--- config.mk ---
export PLATFORM = sky130hd
export DESIGN_NAME = fifo_wr_arbiter_flat
export DESIGN_NICKNAME = d
export VERILOG_FILES = /design/src/rtl/fifo_wr_arbiter_if.sv /design/src/rtl/fifo_wr_arbiter.sv /design/src/flat_wrapper.sv
export SDC_FILE = /design/constraint.sdc
export NUM_CORES = 1
export LEC_CHECK = 0
export CORE_ASPECT_RATIO = 0.5
export CORE_MARGIN = 4
export CORE_UTILIZATION = 25
export DETAILED_ROUTE_END_ITERATION = 7
export GPL_TIMING_DRIVEN = 0
export RECOVER_POWER = 25
export SLEW_MARGIN = 15
export SYNTH_ARGS = -nofsm -noshare
export SYNTH_HDL_FRONTEND = slang
export SYNTH_SLANG_ARGS = --single-unit
export TNS_END_PERCENT = 100
--- constraint.sdc ---
create_clock -name clk -period 4.6 [get_ports clk]
set_clock_uncertainty 0.15 [all_clocks]
set_input_delay 0.46 -clock clk [delete_from_list [all_inputs] [get_ports clk]]
set_output_delay 0.46 -clock clk [all_outputs]
set_load 0.005 [all_outputs]
--- src/rtl/fifo_wr_arbiter_if.sv ---
// Write-side bundle between NREQ requesters, the FIFO write port and the arbiter.
// slave is the arbiter's view; master is the requester/FIFO side.
interface fifo_wr_arbiter_if #(
  parameter int WIDTH = 8,
  parameter int NREQ  = 4
);
  logic [NREQ-1:0]       req;
  logic [NREQ-1:0]       last;
  logic [NREQ*WIDTH-1:0] din;
  logic [NREQ-1:0]       ack;
  logic [NREQ-1:0]       gnt;
  logic                  fifo_ena;
  logic                  fifo_wra;
  logic [WIDTH-1:0]      fifo_dina;
  logic                  full;
  logic                  err_timeout;

  modport slave (
    input  req, last, din, full,
    output ack, gnt, fifo_ena, fifo_wra, fifo_dina, err_timeout
  );

  modport master (
    output req, last, din, full,
    input  ack, gnt, fifo_ena, fifo_wra, fifo_dina, err_timeout
  );
endinterface

--- src/rtl/fifo_wr_arbiter.sv ---
// Round-robin write-port arbiter in front of an async FIFO; one packet or BURST words per grant.
// Define FIFO_ARB_WATCHDOG_EN to bound the packet lock with a TIMEOUT idle-cycle watchdog.
module fifo_wr_arbiter #(
  parameter int WIDTH   = 8,
  parameter int NREQ    = 4,
  parameter int BURST   = 8,
  parameter int TIMEOUT = 16
) (
  input  logic             clk,
  input  logic             rst,
  fifo_wr_arbiter_if.slave bus
);
  localparam int PW = $clog2(NREQ);
  localparam int CW = $clog2(BURST + 1);

  typedef enum logic {IDLE, BUSY} state_e;

  state_e           state_q, state_d;
  logic [NREQ-1:0]  gnt_q, gnt_d;
  logic [PW-1:0]    rr_ptr_q, rr_ptr_d;
  logic [CW-1:0]    cnt_q, cnt_d;

  logic [NREQ-1:0]  ge_mask, req_hi, cand, pick;
  logic [PW-1:0]    g_idx, g_next;
  logic [WIDTH-1:0] dina;
  logic             owner_req, owner_last, accept, release_grant, wd_fire;

  if (NREQ < 2 || NREQ > 8 || BURST < 1 || BURST > 255 ||
      TIMEOUT < 2 || TIMEOUT > 255 || WIDTH < 1) begin : g_param_check
    $error("fifo_wr_arbiter: parameter out of range");
  end

  // First requester at or above rr_ptr wins; otherwise wrap to the lowest one.
  always_comb begin : rr_pick
    ge_mask = ~((NREQ'(1) << rr_ptr_q) - NREQ'(1));
    req_hi  = bus.req & ge_mask;
    cand    = (req_hi != '0) ? req_hi : bus.req;
    pick    = cand & (~cand + NREQ'(1));
  end

  always_comb begin : owner_decode
    g_idx = '0;
    dina  = '0;
    for (int i = 0; i < NREQ; i++) begin
      if (gnt_q[i]) g_idx = PW'(i);
      dina |= bus.din[i*WIDTH +: WIDTH] & {WIDTH{gnt_q[i]}};
    end
    g_next = (g_idx == PW'(NREQ - 1)) ? '0 : g_idx + PW'(1);
  end

  assign owner_req  = |(gnt_q & bus.req);
  assign owner_last = |(gnt_q & bus.last);
  // Reset cycle never writes, so an interrupted grant is dropped cleanly.
  assign accept     = (state_q == BUSY) && owner_req && !bus.full && !rst;
  assign release_grant = (accept && (owner_last || (cnt_q + CW'(1) == CW'(BURST)))) || wd_fire;

`ifdef FIFO_ARB_WATCHDOG_EN
  localparam int IW = $clog2(TIMEOUT + 1);

  logic [IW-1:0] idle_q, idle_d;
  logic          err_timeout_q, err_timeout_d;

  assign wd_fire = (state_q == BUSY) && !owner_req && !bus.full &&
                   (idle_q + IW'(1) == IW'(TIMEOUT));

  // Full-stalled cycles are not idle: the owner may simply be waiting for space.
  always_comb begin : wd_next
    idle_d        = idle_q;
    err_timeout_d = wd_fire;
    if (state_q == IDLE || owner_req || wd_fire) idle_d = '0;
    else if (!bus.full)                         idle_d = idle_q + IW'(1);
  end

  always_ff @(posedge clk) begin
    if (rst) begin
      idle_q        <= '0;
      err_timeout_q <= 1'b0;
    end else begin
      idle_q        <= idle_d;
      err_timeout_q <= err_timeout_d;
    end
  end

  assign bus.err_timeout = err_timeout_q;
`else
  assign wd_fire         = 1'b0;
  assign bus.err_timeout = 1'b0;
`endif

  always_comb begin : next_state
    // NOTE: every signal gets a default first so no path through the case infers a latch.
    state_d  = state_q;
    gnt_d    = gnt_q;
    rr_ptr_d = rr_ptr_q;
    cnt_d    = cnt_q;
    case (state_q)
      IDLE: begin
        if (bus.req != '0) begin
          state_d = BUSY;
          gnt_d   = pick;
          cnt_d   = '0;
        end
      end
      BUSY: begin
        if (release_grant) begin
          state_d  = IDLE;
          gnt_d    = '0;
          cnt_d    = '0;
          rr_ptr_d = g_next;
        end else if (accept) begin
          cnt_d = cnt_q + CW'(1);
        end
      end
    endcase
  end

  always_ff @(posedge clk) begin
    // NOTE: non-blocking assignments so every flop samples pre-edge values.
    if (rst) begin
      state_q  <= IDLE;
      gnt_q    <= '0;
      rr_ptr_q <= '0;
      cnt_q    <= '0;
    end else begin
      state_q  <= state_d;
      gnt_q    <= gnt_d;
      rr_ptr_q <= rr_ptr_d;
      cnt_q    <= cnt_d;
    end
  end

  assign bus.gnt       = gnt_q;
  assign bus.ack       = gnt_q & bus.req & {NREQ{accept}};
  assign bus.fifo_ena  = accept;
  assign bus.fifo_wra  = accept;
  assign bus.fifo_dina = dina;
endmodule
--- src/flat_wrapper.sv ---
// flat-port wrapper written by rule: the top's interface ports become plain ports
module fifo_wr_arbiter_flat 
#(
  parameter int WIDTH   = 8,
  parameter int NREQ    = 4,
  parameter int BURST   = 8,
  parameter int TIMEOUT = 16
)
  (clk, rst, bus_req, bus_last, bus_din, bus_full, bus_ack, bus_gnt, bus_fifo_ena, bus_fifo_wra, bus_fifo_dina, bus_err_timeout);
  fifo_wr_arbiter_if #(.WIDTH(WIDTH), .NREQ(NREQ)) bus_i ();
  input  logic clk;
  input  logic rst;
  input wire logic [$bits(bus_i.req)-1:0] bus_req;
  input wire logic [$bits(bus_i.last)-1:0] bus_last;
  input wire logic [$bits(bus_i.din)-1:0] bus_din;
  input wire logic [$bits(bus_i.full)-1:0] bus_full;
  output wire logic [$bits(bus_i.ack)-1:0] bus_ack;
  output wire logic [$bits(bus_i.gnt)-1:0] bus_gnt;
  output wire logic [$bits(bus_i.fifo_ena)-1:0] bus_fifo_ena;
  output wire logic [$bits(bus_i.fifo_wra)-1:0] bus_fifo_wra;
  output wire logic [$bits(bus_i.fifo_dina)-1:0] bus_fifo_dina;
  output wire logic [$bits(bus_i.err_timeout)-1:0] bus_err_timeout;
  assign bus_i.req = bus_req;
  assign bus_i.last = bus_last;
  assign bus_i.din = bus_din;
  assign bus_i.full = bus_full;
  assign bus_ack = bus_i.ack;
  assign bus_gnt = bus_i.gnt;
  assign bus_fifo_ena = bus_i.fifo_ena;
  assign bus_fifo_wra = bus_i.fifo_wra;
  assign bus_fifo_dina = bus_i.fifo_dina;
  assign bus_err_timeout = bus_i.err_timeout;
  fifo_wr_arbiter #(.WIDTH(WIDTH), .NREQ(NREQ), .BURST(BURST), .TIMEOUT(TIMEOUT)) u_core (.clk(clk), .rst(rst), .bus(bus_i));
endmodule
Yosys cells after proc, flatten, opt, wreduce, memory -nomap -nowiden. Index checks and enable logic that the tools add are counted. Widths: inputs -> output; s select.

Output and inout bits: 19. Logic and storage cells: 58. Input bits: 43. Flip-flop bits (word level): 11.

Bitwise logic cells: 15. Multiplexer cells: 15. Shifts and indexed selects: 1. Reductions and logical operators: 14. Add/subtract/negate cells: 4. Eq/ne operators: 5.

Operators by type and width (number): $and 8x8->8 (4); $mux 4 (6); $or 8x8->8 (3); $and 4x4->4 (5); $pmux 4 s2 (2); $add 4x1->4 const B (2); $not 4->4 (2); $reduce_bool 4->1 (2); $reduce_or 4->1 (2); $mux 2 (3); $reduce_and 2->1 (3); $eq 4x4->1 const B (1); $logic_and 1x1->1 (4); $shl 1x2->4 const A (1); $sub 4x2->4 const B (1); $mux 1 (3); $ne 3x3->1 const B (1); $add 2x1->2 const B (1); $eq 2x2->1 const B (1); $logic_not 1->1 (2); $ne 2x1->1 const B (1); $ne 2x2->1 const B (1); $pmux 1 s2 (1); $logic_or 1x1->1 (1); $not 1->1 (1).

Depth between registers and ports, before layout. Gate-level depths: netlist (run 1).

Depth in word-level cells: 11. Depth in mapped cells: 6. Depth with buffers taken out: 5.

Worst setup path after synthesis (run 1). Ideal clock, no wire load.

Kind: input to output. Start point: input rst. End point: output bus_fifo_wra. Setup slack: 2.571 ns. Arrival: 1.419 ns. Required time: 3.990 ns. Stages: 5. Buffers on the path: 2. Cell sequence: buf_6 or3b_4 a41o_4 clkinv_2 buf_4.

Cells in the longest elaborated chain, start to end: 2.

RTL lines: start, declared (line flat_wrapper.sv:12) `input logic rst;`; $logic_not 1->1 (line fifo_wr_arbiter.sv:54) `assign accept = (state_q == BUSY) && owner_req && !bus.full && !rst;`; $logic_and 1x1->1 (line fifo_wr_arbiter.sv:54); end, declared (line flat_wrapper.sv:20) `output wire logic [$bits(bus_i.fifo_wra)-1:0] bus_fifo_wra;`.

No other way between the ends.

Worst setup path in the final report (run 1).
Start point: input bus_full. End point: output bus_fifo_wra.

Cells in the longest elaborated chain, start to end: 3.

RTL lines: start, declared (line flat_wrapper.sv:16) `input wire logic [$bits(bus_i.full)-1:0] bus_full;`; $logic_not 1->1 (line fifo_wr_arbiter.sv:54); $logic_and 1x1->1 (2 in a row) (line fifo_wr_arbiter.sv:54).

No other way between the ends.

==> load_flow_metrics.sql, run 1 <==
INSERT INTO impl_metrics (metric_group, metric, value, unit) VALUES
('yosys', 'ys_top_cells_by_count', 'sky130_fd_sc_hd__a22oi_1 (18), sky130_fd_sc_hd__nand2_1 (18), sky130_fd_sc_hd__dfxtp_1 (11), sky130_fd_sc_hd__nor2_1 (7), sky130_fd_sc_hd__inv_1 (6)', ''),
('pwr', 'irDropWorstVdd', '0.0933', 'mV'),
('worst_setup_path', 'worst-r2r-setup-slack', '2.03', 'ns'),
('yosys', 'yosysUniqueCellTypes', '41', ''),
('timing', 'period_minus_slack', '2.84', 'ns'),
('grt', 'grt_pass1_wl', '4510', 'microns'),
('worst_setup_path', 'critical_path_required', '3.99', 'ns'),
('run', 'drv_cap', '0', ''),
('timing', 'setup-tns-final', '0', 'ns'),
('timing', 'slew_headroom', '18.0', '%'),
('drt', 'viasPerCell', '4.84', ''),
('drt', 'wl_per_cell', '14.1', 'microns'),
('pwr', 'power_density', '195', 'mW/mm^2'),
('floorplanning', 'chipHeight', '50.1', 'microns'),
('clock_network', 'cts-htree-levels', '1', ''),
('worst_setup_path', 'worstPathArrival', '2.23', 'ns'),
('clock_network', 'postCtsResizedCells', '0', ''),
('grt', 'grt_max_degree', '11', ''),
('pwr', 'leakage_power', '0.624', 'nW'),
('outcome', 'status', 'finished, final reports clean', ''),
('clock_network', 'buffers_from_clock_root_to_sink_at_most', '2', ''),
('yosys', 'synth_compound_gate_area_share', '37.5', '%'),
('yosys', 'synth.top_cells.by_area', 'sky130_fd_sc_hd__dfxtp_1 (25%), sky130_fd_sc_hd__a22oi_1 (15%), sky130_fd_sc_hd__nand2_1 (7.6%)', ''),
('timing', 'hold_violations', '0', ''),
('final_layout', 'area_delta_synth_final', '77.4', '%'),
('final_layout', 'layout.nets', '219', ''),
('floorplanning', 'boundaryPins', '62', ''),
('timing', 'tightestPinTransition', '1.22', 'ns'),
('floorplanning', 'floorplan_die_width', '92.1', 'microns'),
('yosys', 'yosysWarningCount', '0', ''),
('yosys', 'post_synthesis_share_of_cell_area_spent_on_and_or_nand_and_nor_gates', '23.9', '%'),
('floorplanning', 'die-area', '0.00461', 'sq mm'),
('worst_setup_path', 'critical_path.reg2reg.startpoint', 'u_core.bus.gnt[0]', ''),
('worst_setup_path', 'sort_of_element_at_the_start_of_the_critical_path', 'primary input', ''),
('yosys', 'post_synthesis_register_bit_count', '11', ''),
('floorplanning', 'initial_core_util', '27.7', '%'),
('yosys', 'syn_avg_cell_area', '7.97', 'sq um'),
('yosys', 'synth_edf_count', '0', ''),
('placement', 'place_congestion', '0.758', ''),
('yosys', 'synth_top_cell_by_area', 'sky130_fd_sc_hd__dfxtp_1', ''),
('placement', 'dpl.hpwl', '2510', 'microns'),
('yosys', 'mappedNetlistArea', '885', 'sq um'),
('drt', 'firstDrtPassIters', '4', ''),
('grt', 'track_usage', '12.2', '%'),
('clock_network', 'clock_sink_count', '11', ''),
('drt', 'final_antenna_net_count', '0', ''),
('yosys', 'fraction_of_post_synthesis_cell_area_in_the_top_cell_type_by_area', '24.9', '%'),
('yosys', 'mappedNetlistNets', '155', ''),
('clock_network', 'cts_buffers', '3', ''),
('placement', 'io_buffer_count', '59', ''),
('worst_setup_path', 'end_kind', 'primary output', ''),
('clock_network', 'path_clk_slew', '0.05', 'ns'),
('clock_network', 'cts_tree', 'yes', ''),
('final_layout', 'final_core_occ', '49.2', '%'),
('grt', 'grt_antenna_before_repair', '0', ''),
('clock_network', 'cts_setup_buffers', '0', ''),
('clock_network', 'clock-root-buffer', 'sky130_fd_sc_hd__clkbuf_8', ''),
('yosys', 'netlist_instances', '111', ''),
('clock_network', 'cts.hold.buffers_added', '0', ''),
('timing', 'rsz0062_at_grt', 'no', ''),
('clock_network', 'insertion_delay', '0.24', 'ns'),
('final_layout', 'fillerInstances', '322', ''),
('drt', 'dr_vias', '1074', ''),
('floorplanning', 'rows', '14', ''),
('worst_setup_path', 'critPathMaxFanout', '6', ''),
('worst_setup_path', 'critPathLaunch', 'bus_full', ''),
('grt', 'number_of_global_route_vias_before_repair', '906', ''),
('yosys', 'yosys_most_used_dff', 'sky130_fd_sc_hd__dfxtp_1', ''),
('timing', 'timing.final.setup_violations', '0', ''),
('floorplanning', 'coreArea', '0.00319', 'sq mm'),
('drt', 'detailedRoute.firstIterationViolations', '36', '');
[final cells by class]
| cell class | instances | area [sq um] | area share (%) |
|---|---|---|---|
| buffer | 7 | 41.3 | 2.63 |
| clock buffer | 4 | 45.0 | 2.87 |
| sequential | 11 | 220 | 14.0 |
| timing repair buffer | 59 | 591 | 37.6 |
| multi-input combinational | 86 | 584 | 37.2 |
| inverter | 7 | 27.5 | 1.75 |
| tap | 48 | 60.1 | 3.83 |
[layer usage]
metal  part of all wire [%]  vias to the layer above  track usage [%]
li1                       -                      547                -
met1                     46                      488             17.2
met2                     48                       39             19.7
met3                    6.1                        0             2.43
met4                      0                        0             1.48
met5                      0                        -                0
[path summary, 6_finish.rpt]
| path | endpoint | depth (start not counted) |
|---|---|---|
| setup reg to reg | u_core.rr_ptr_q[0] | 5 |
| hold reg to reg | u_core.cnt_q[2] | 1 |
| hold / removal | u_core.state_q | 2 |
| setup / recovery | bus_fifo_wra | 6 |
[cells by family after synthesis]
group	after synthesis
AND/OR/NAND/NOR	42
buffers and inverters	14
adder cells (fa/ha/maj)	1
other	1
multiplexers	3
flip-flops	11
AO/OA/AOI/OAI	39
[cell usage in the layout, fill, tap and decap left out, drive strengths merged, types with 2 or more instances in the layout]
cell,instances
clkdlybuf4s50,55
a22oi,18
nand2,18
dfxtp,11
clkbuf,8
nor2,7
inv,6
a21oi,4
nor4,4
dlygate4sd3,4
a32o,4
buf,3
o21ai,2
o221a,2
o21a,2
nand3,2
a41o,2
mux2,2
and2,2
[worst max-delay path: stages]
cell and delay [ns]:
sky130_fd_sc_hd__clkdlybuf4s50_1 0.40, sky130_fd_sc_hd__or3b_4 0.43, sky130_fd_sc_hd__a41o_4 0.29, sky130_fd_sc_hd__clkinv_2 0.07, sky130_fd_sc_hd__buf_4 0.09, sky130_fd_sc_hd__clkdlybuf4s50_1 0.48
[state kept, by name (all words and copies together), names as in the netlist]
name and count:
u_core.bus.gnt 4, u_core.cnt_q 4, u_core.rr_ptr_q 2, u_core.state_q 1
[power breakdown]
group          internal (W)  switching [W]
registers         0.0000994     0.00000437
clock network     0.0000609      0.0000363
logic             0.0000659      0.0000385
[metrics by stage]
stage	hold WS (ns)	std cells	total power [W]	cell area [sq um]	worst slack, ns
finish	0.279	222	0.000305	1570	1.76
global route	0.285	222	0.000321	1570	1.71
CTS	0.277	222	0.000309	1580	1.72
global placement	0.369	218	0.000211	1540	1.74
floorplan	0.336	111	0.000144	885	2.57
detailed placement	0.379	218	0.000212	1540	1.72
No activity file was read; power rests on OpenSTA's default activity.
==> run 2: changes to the inputs <==
==> constraint.sdc (replaced) <==
create_clock -name clk -period 2.66 [get_ports clk]
set_clock_uncertainty 0.15 [all_clocks]
set_input_delay 0.266 -clock clk [delete_from_list [all_inputs] [get_ports clk]]
set_output_delay 0.266 -clock clk [all_outputs]
set_load 0.005 [all_outputs]
==> load_flow_metrics.sql, run 2 (synthesis results as in run 1) <==
INSERT INTO impl_metrics (metric_group, metric, value, unit) VALUES
('outcome', 'status', 'finished, final reports clean', ''),
('timing', 'hold_violations', '0', ''),
('pwr', 'power_density', '337', 'mW/mm^2'),
('final_layout', 'layout_commonest_cell', 'sky130_fd_sc_hd__clkdlybuf4s50_1', ''),
('worst_setup_path', 'critPathMaxFanout', '6', ''),
('worst_setup_path', 'cpMaxStageDelayCell', 'sky130_fd_sc_hd__clkdlybuf4s50_1', ''),
('drt', 'detail_route.drc_violations', '0', ''),
('clock_network', 'postCtsResizedCells', '0', ''),
('final_layout', 'final_core_occ', '49.2', '%'),
('worst_setup_path', 'max_stage_delay', '0.48', 'ns'),
('timing', 'hold-worst-slack', '0.0851', 'ns'),
('worst_setup_path', 'critical_path_required', '2.24', 'ns'),
('grt', 'grt_antenna_before_repair', '0', ''),
('placement', 'io_buffer_count', '59', ''),
('clock_network', 'cts.hold.buffers_added', '0', ''),
('drt', 'wl_per_cell', '14.1', 'microns'),
('timing', 'setup-tns-final', '0', 'ns'),
('final_layout', 'area_delta_synth_final', '77.4', '%'),
('final_layout', 'share_of_cells_above_drive_strength_1', '9.77', '%'),
('worst_hold_path', 'worst_hold_path_type', 'in2reg', ''),
('timing', 'finalMaxSlewViolations', '0', ''),
('clock_network', 'insertion_delay', '0.24', 'ns'),
('drt', 'detailedRoute.firstIterationViolations', '36', ''),
('pwr', 'irDropWorstVdd', '0.161', 'mV'),
('timing', 'rsz0062_at_grt', 'no', ''),
('worst_setup_path', 'worst-r2r-setup-slack', '0.41', 'ns'),
('clock_network', 'cts_buffers', '3', ''),
('clock_network', 'clock-root-buffer', 'sky130_fd_sc_hd__clkbuf_8', ''),
('clock_network', 'path_clk_slew', '0.05', 'ns'),
('grt', 'track_usage', '12.2', '%'),
('worst_setup_path', 'end_kind', 'primary output', ''),
('worst_setup_path', 'path_common_cell', 'sky130_fd_sc_hd__clkdlybuf4s50_1', ''),
('worst_setup_path', 'worstSetupPathType', 'in2out', ''),
('final_layout', 'antenna-diode-count', '0', ''),
('grt', 'number_of_global_route_vias_before_repair', '906', ''),
('placement', 'dpl_worst_slack', '0.173', 'ns'),
('worst_setup_path', 'worstReg2RegEnd', 'u_core.rr_ptr_q[0]', ''),
('floorplanning', 'floorplan_die_width', '92.1', 'microns'),
('clock_network', 'cts_tree', 'yes', ''),
('worst_setup_path', 'cp_cell_sequence', 'clkdlybuf4s50_1, or3b_4, a41o_4, clkinv_2, buf_4, clkdlybuf4s50_1', ''),
('worst_hold_path', 'holdPathEnd', 'u_core.state_q', ''),
('worst_setup_path', 'worstPathArrival', '2.04', 'ns'),
('placement', 'dpl.hpwl', '2510', 'microns'),
('worst_setup_path', 'critical-path-top-delay-family', 'buffers and inverters', ''),
('worst_setup_path', 'critical_path.reg2reg.startpoint', 'u_core.bus.gnt[0]', ''),
('grt', 'grt_max_degree', '11', ''),
('timing', 'period_minus_slack', '2.46', 'ns'),
('clock_network', 'clock_sink_count', '11', ''),
('worst_setup_path', 'sort_of_element_at_the_start_of_the_critical_path', 'primary input', ''),
('worst_hold_path', 'min_path_cells', '2', ''),
('floorplanning', 'initial_core_util', '27.7', '%'),
('worst_hold_path', 'hold_path.startpoint', 'rst', ''),
('floorplanning', 'boundaryPins', '62', ''),
('worst_setup_path', 'worstRegToRegCells', '5', ''),
('grt', 'gr-total-overflow', '0', ''),
('timing', 'finalCritPeriodShare', '92.4', '%'),
('timing', 'slew_headroom', '47.3', '%'),
('drt', 'drt_wl_total', '3140', 'microns'),
('timing', 'fmaxAchievable', '0.407', 'GHz'),
('final_layout', 'layout.cells.most_common_list', 'sky130_fd_sc_hd__clkdlybuf4s50_1 (55), sky130_fd_sc_hd__a22oi_1 (18), sky130_fd_sc_hd__nand2_1 (18), sky130_fd_sc_hd__dfxtp_1 (11), sky130_fd_sc_hd__nor2_1 (7)', ''),
('timing', 'timing.final.setup_violations', '0', ''),
('worst_setup_path', 'timing.critical_path.buf_inv', '4', ''),
('placement', 'place_congestion', '0.758', ''),
('drt', 'firstDrtPassIters', '4', ''),
('timing', 'final.setup.worst_slack', '0.202', 'ns'),
('floorplanning', 'die-area', '0.00461', 'sq mm'),
('pwr', 'leakage_power', '0.624', 'nW'),
('floorplanning', 'chipHeight', '50.1', 'microns'),
('run', 'drv_cap', '0', ''),
('timing', 'tightestPinTransition', '0.785', 'ns'),
('grt', 'grt_pass1_wl', '4510', 'microns'),
('drt', 'final_antenna_net_count', '0', ''),
('drt', 'viasPerCell', '4.84', ''),
('drt', 'dr_vias', '1075', ''),
('clock_network', 'cts_setup_buffers', '0', ''),
('floorplanning', 'coreArea', '0.00319', 'sq mm'),
('floorplanning', 'rows', '14', ''),
('final_layout', 'layout.nets', '219', ''),
('clock_network', 'buffers_from_clock_root_to_sink_at_most', '2', ''),
('clock_network', 'cts-htree-levels', '1', '');
==> run 2: area by class of cell <==
type	instances	area (sq um)
Fill cell	322	1620
Multi-Input combinational cell	86	584
Clock buffer	4	45.0
Tap cell	48	60.1
Buffer	7	41.3
Inverter	7	27.5
Timing Repair Buffer	59	591
Sequential cell	11	220
==> run 2: worst max-delay path by stage <==
stage,from,endpoint,cells past startpoint
detailed placement,bus_full,bus_fifo_wra,6
global placement,bus_full,bus_fifo_wra,6
CTS,bus_full,bus_fifo_wra,6
finish,bus_full,bus_fifo_wra,6
floorplan,rst,u_core.rr_ptr_q[0],6
global route,bus_full,bus_fifo_wra,6
==> run 2: report_power, final <==
part           switching, W  total, W  internal [W]  leakage, nW
logic             0.0000667  0.000181      0.000114        0.512
registers        0.00000757  0.000180      0.000172       0.0894
clock network     0.0000628  0.000168      0.000105       0.0228
==> run 2: routing by layer <==
metal | track usage [%] | vias to the layer above | wire, microns
li1 | - | 547 | -
met1 | 17.2 | 489 | 1440
met2 | 19.7 | 39 | 1510
met3 | 2.43 | 0 | 193
met4 | 1.48 | 0 | 0
met5 | 0 | - | 0
==> run 2: through the flow <==
stage,instances,area [sq um],total power (W)
floorplan,111,885,0.000249
global placement,218,1540,0.000366
detailed placement,218,1540,0.000366
CTS,222,1580,0.000535
global route,222,1570,0.000555
finish,222,1570,0.000528
==> run 3: changes to the inputs <==
--- a/config.mk
+++ b/config.mk
@@ -5,12 +5,13 @@
 export SDC_FILE = /design/constraint.sdc
 export NUM_CORES = 1
 export LEC_CHECK = 0
-export CORE_ASPECT_RATIO = 0.5
 export CORE_MARGIN = 4
-export CORE_UTILIZATION = 25
+export CORE_UTILIZATION = 35
 export DETAILED_ROUTE_END_ITERATION = 7
 export GPL_TIMING_DRIVEN = 0
+export PLACE_DENSITY = 0.8
 export RECOVER_POWER = 25
+export REMOVE_ABC_BUFFERS = 1
 export SLEW_MARGIN = 15
 export SYNTH_ARGS = -nofsm -noshare
 export SYNTH_HDL_FRONTEND = slang
==> load_flow_metrics.sql, run 3 (synthesis results as in run 1) <==
INSERT INTO impl_metrics (metric_group, metric, value, unit) VALUES
('drt', 'detailedRoute.firstIterationViolations', '24', ''),
('drt', 'final_antenna_net_count', '0', ''),
('floorplanning', 'coreArea', '0.00230', 'sq mm'),
('drt', 'detail_route.drc_violations', '0', ''),
('worst_setup_path', 'cp_cell_sequence', 'nand2_1, a41o_1, clkinv_2, clkdlybuf4s50_1', ''),
('worst_setup_path', 'worstPathArrival', '2.01', 'ns'),
('floorplanning', 'boundaryPins', '62', ''),
('clock_network', 'clock_sink_count', '11', ''),
('clock_network', 'insertion_delay', '0.27', 'ns'),
('pwr', 'leakage_power', '0.592', 'nW'),
('grt', 'gr-total-overflow', '0', ''),
('worst_setup_path', 'cpMaxStageDelayCell', 'sky130_fd_sc_hd__dfxtp_1', ''),
('clock_network', 'cts_buffers', '3', ''),
('timing', 'finalMaxSlewViolations', '0', ''),
('clock_network', 'cts_tree', 'yes', ''),
('worst_setup_path', 'timing.critical_path.buf_inv', '2', ''),
('timing', 'timing.final.setup_violations', '0', ''),
('drt', 'dr_vias', '1105', ''),
('timing', 'finalCritPeriodShare', '91.3', '%'),
('final_layout', 'final_core_occ', '64.5', '%'),
('clock_network', 'buffers_from_clock_root_to_sink_at_most', '2', ''),
('clock_network', 'clock-root-buffer', 'sky130_fd_sc_hd__clkbuf_4', ''),
('worst_hold_path', 'worst_hold_path_type', 'in2reg', ''),
('worst_setup_path', 'sort_of_element_at_the_start_of_the_critical_path', 'register', ''),
('worst_setup_path', 'critPathMaxFanout', '14', ''),
('timing', 'period_minus_slack', '2.43', 'ns'),
('worst_setup_path', 'max_stage_delay', '0.63', 'ns'),
('floorplanning', 'rows', '17', ''),
('worst_setup_path', 'critical_path_required', '2.24', 'ns'),
('final_layout', 'layout.nets', '213', ''),
('drt', 'viasPerCell', '5.64', ''),
('final_layout', 'antenna-diode-count', '0', ''),
('worst_setup_path', 'end_kind', 'primary output', ''),
('final_layout', 'layout.cells.most_common_list', 'sky130_fd_sc_hd__clkdlybuf4s50_1 (58), sky130_fd_sc_hd__a22oi_1 (18), sky130_fd_sc_hd__nand2_1 (18), sky130_fd_sc_hd__dfxtp_1 (11), sky130_fd_sc_hd__nor2_1 (7)', ''),
('timing', 'slew_headroom', '54.5', '%'),
('timing', 'fmaxAchievable', '0.412', 'GHz'),
('final_layout', 'final-seq-area', '220', 'sq um'),
('timing', 'tightestPinTransition', '0.677', 'ns'),
('drt', 'highest_layer', 'met4', ''),
('clock_network', 'cts.hold.buffers_added', '0', ''),
('grt', 'track_usage', '18.1', '%'),
('drt', 'dr_wl_met2', '1420', 'microns'),
('final_layout', 'layout_commonest_cell', 'sky130_fd_sc_hd__clkdlybuf4s50_1', ''),
('grt', 'grt_max_degree', '15', ''),
('drt', 'dr_wl_met3', '371', 'microns'),
('drt', 'firstDrtPassIters', '4', ''),
('floorplanning', 'chipHeight', '58.3', 'microns'),
('drt', 'wl_per_cell', '15.6', 'microns'),
('pwr', 'power_density', '315', 'mW/mm^2'),
('pwr', 'post-layout-total-power', '0.000468', 'W'),
('floorplanning', 'initial_core_util', '38.5', '%'),
('final_layout', 'fillerInstances', '190', ''),
('placement', 'io_buffer_count', '60', ''),
('worst_setup_path', 'worstSetupPathType', 'reg2out', ''),
('placement', 'dp_cells', '192', ''),
('run', 'drv_cap', '0', ''),
('worst_setup_path', 'critical-path-top-delay-family', 'flip-flops', ''),
('final_layout', 'post_layout_nonfiller_instances', '196', ''),
('grt', 'grt_antenna_before_repair', '0', ''),
('timing', 'rsz0062_at_grt', 'no', ''),
('drt', 'drt_wl_total', '3050', 'microns'),
('final_layout', 'multiInputGateArea', '571', 'sq um'),
('grt', 'grt_pass1_wl', '4840', 'microns'),
('grt', 'number_of_global_route_vias_before_repair', '1080', ''),
('placement', 'place_congestion', '0.768', ''),
('timing', 'hold-worst-slack', '0.255', 'ns'),
('placement', 'dpl.hpwl', '2400', 'microns'),
('pwr', 'irDropWorstVdd', '0.291', 'mV'),
('drt', 'detail_route.wirelength.met1', '1250', 'microns'),
('clock_network', 'cts-htree-levels', '1', ''),
('timing', 'hold_violations', '0', ''),
('final_layout', 'area_delta_synth_final', '67.6', '%'),
('floorplanning', 'floorplan_die_width', '58.3', 'microns'),
('floorplanning', 'die-area', '0.00340', 'sq mm'),
('outcome', 'status', 'finished, final reports clean', ''),
('final_layout', 'share_of_cells_above_drive_strength_1', '7.14', '%'),
('clock_network', 'path_clk_slew', '0.07', 'ns'),
('timing', 'setup-tns-final', '0', 'ns');
run 3: changes by cell type in the layout (fill, tap and decap cells not counted), sizes merged:
cell           previous run  this run
buf                       3         0
dlygate4sd3               4         1
dlymetal6s2s              0         1
clkbuf                    8         4
clkdlybuf4s50            55        58
run 3: worst paths after layout:
check | start | endpoint | slack, ns | cells after the start
setup / recovery | u_core.bus.gnt[2] | bus_fifo_ena | 0.23 | 4
hold / removal | rst | u_core.state_q | 0.25 | 2
hold reg to reg | u_core.cnt_q[2] | u_core.cnt_q[2] | 0.40 | 1
setup reg to reg | u_core.bus.gnt[2] | u_core.rr_ptr_q[0] | 0.56 | 5
run 3: final cells by class:
cell class | count | area share (%)
Clock buffer | 4 | 1.77
Inverter | 7 | 1.86
Sequential cell | 11 | 14.9
Tap cell | 28 | 2.36
Timing Repair Buffer | 60 | 40.7
Multi-Input combinational cell | 86 | 38.5
run 3: power breakdown:
group	switching, W	internal, W	total, W
combinational	0.0000538	0.000110	0.000164
sequential	0.0000176	0.000172	0.000189
clock	0.0000565	0.0000582	0.000115
run 3: metal layers:
metal | up-vias | track usage (%)
met4 | 0 | 3.64
li1 | 534 | -
met5 | - | 0
met3 | 2 | 7.80
met2 | 55 | 31.3
met1 | 514 | 20.5
run 3: repair_timing:
| item | in CTS | in global routing |
|---|---|---|
| endpoints found under the setup margin | 0 | 2 |
| setup buffers | 0 | 0 |
| hold endpoints to repair | 0 | 0 |
| gates resized for setup | 0 | 1 |
run 3: through the flow:
stage / cell area (sq um) / setup slack (ns)
3_3_place_gp: 1480 / 0.0950
3_5_place_dp: 1480 / 0.0783
4_1_cts: 1510 / 0.0739
2_1_floorplan: 843 / 0.905
6_report: 1480 / 0.232
5_1_grt: 1480 / 0.0882
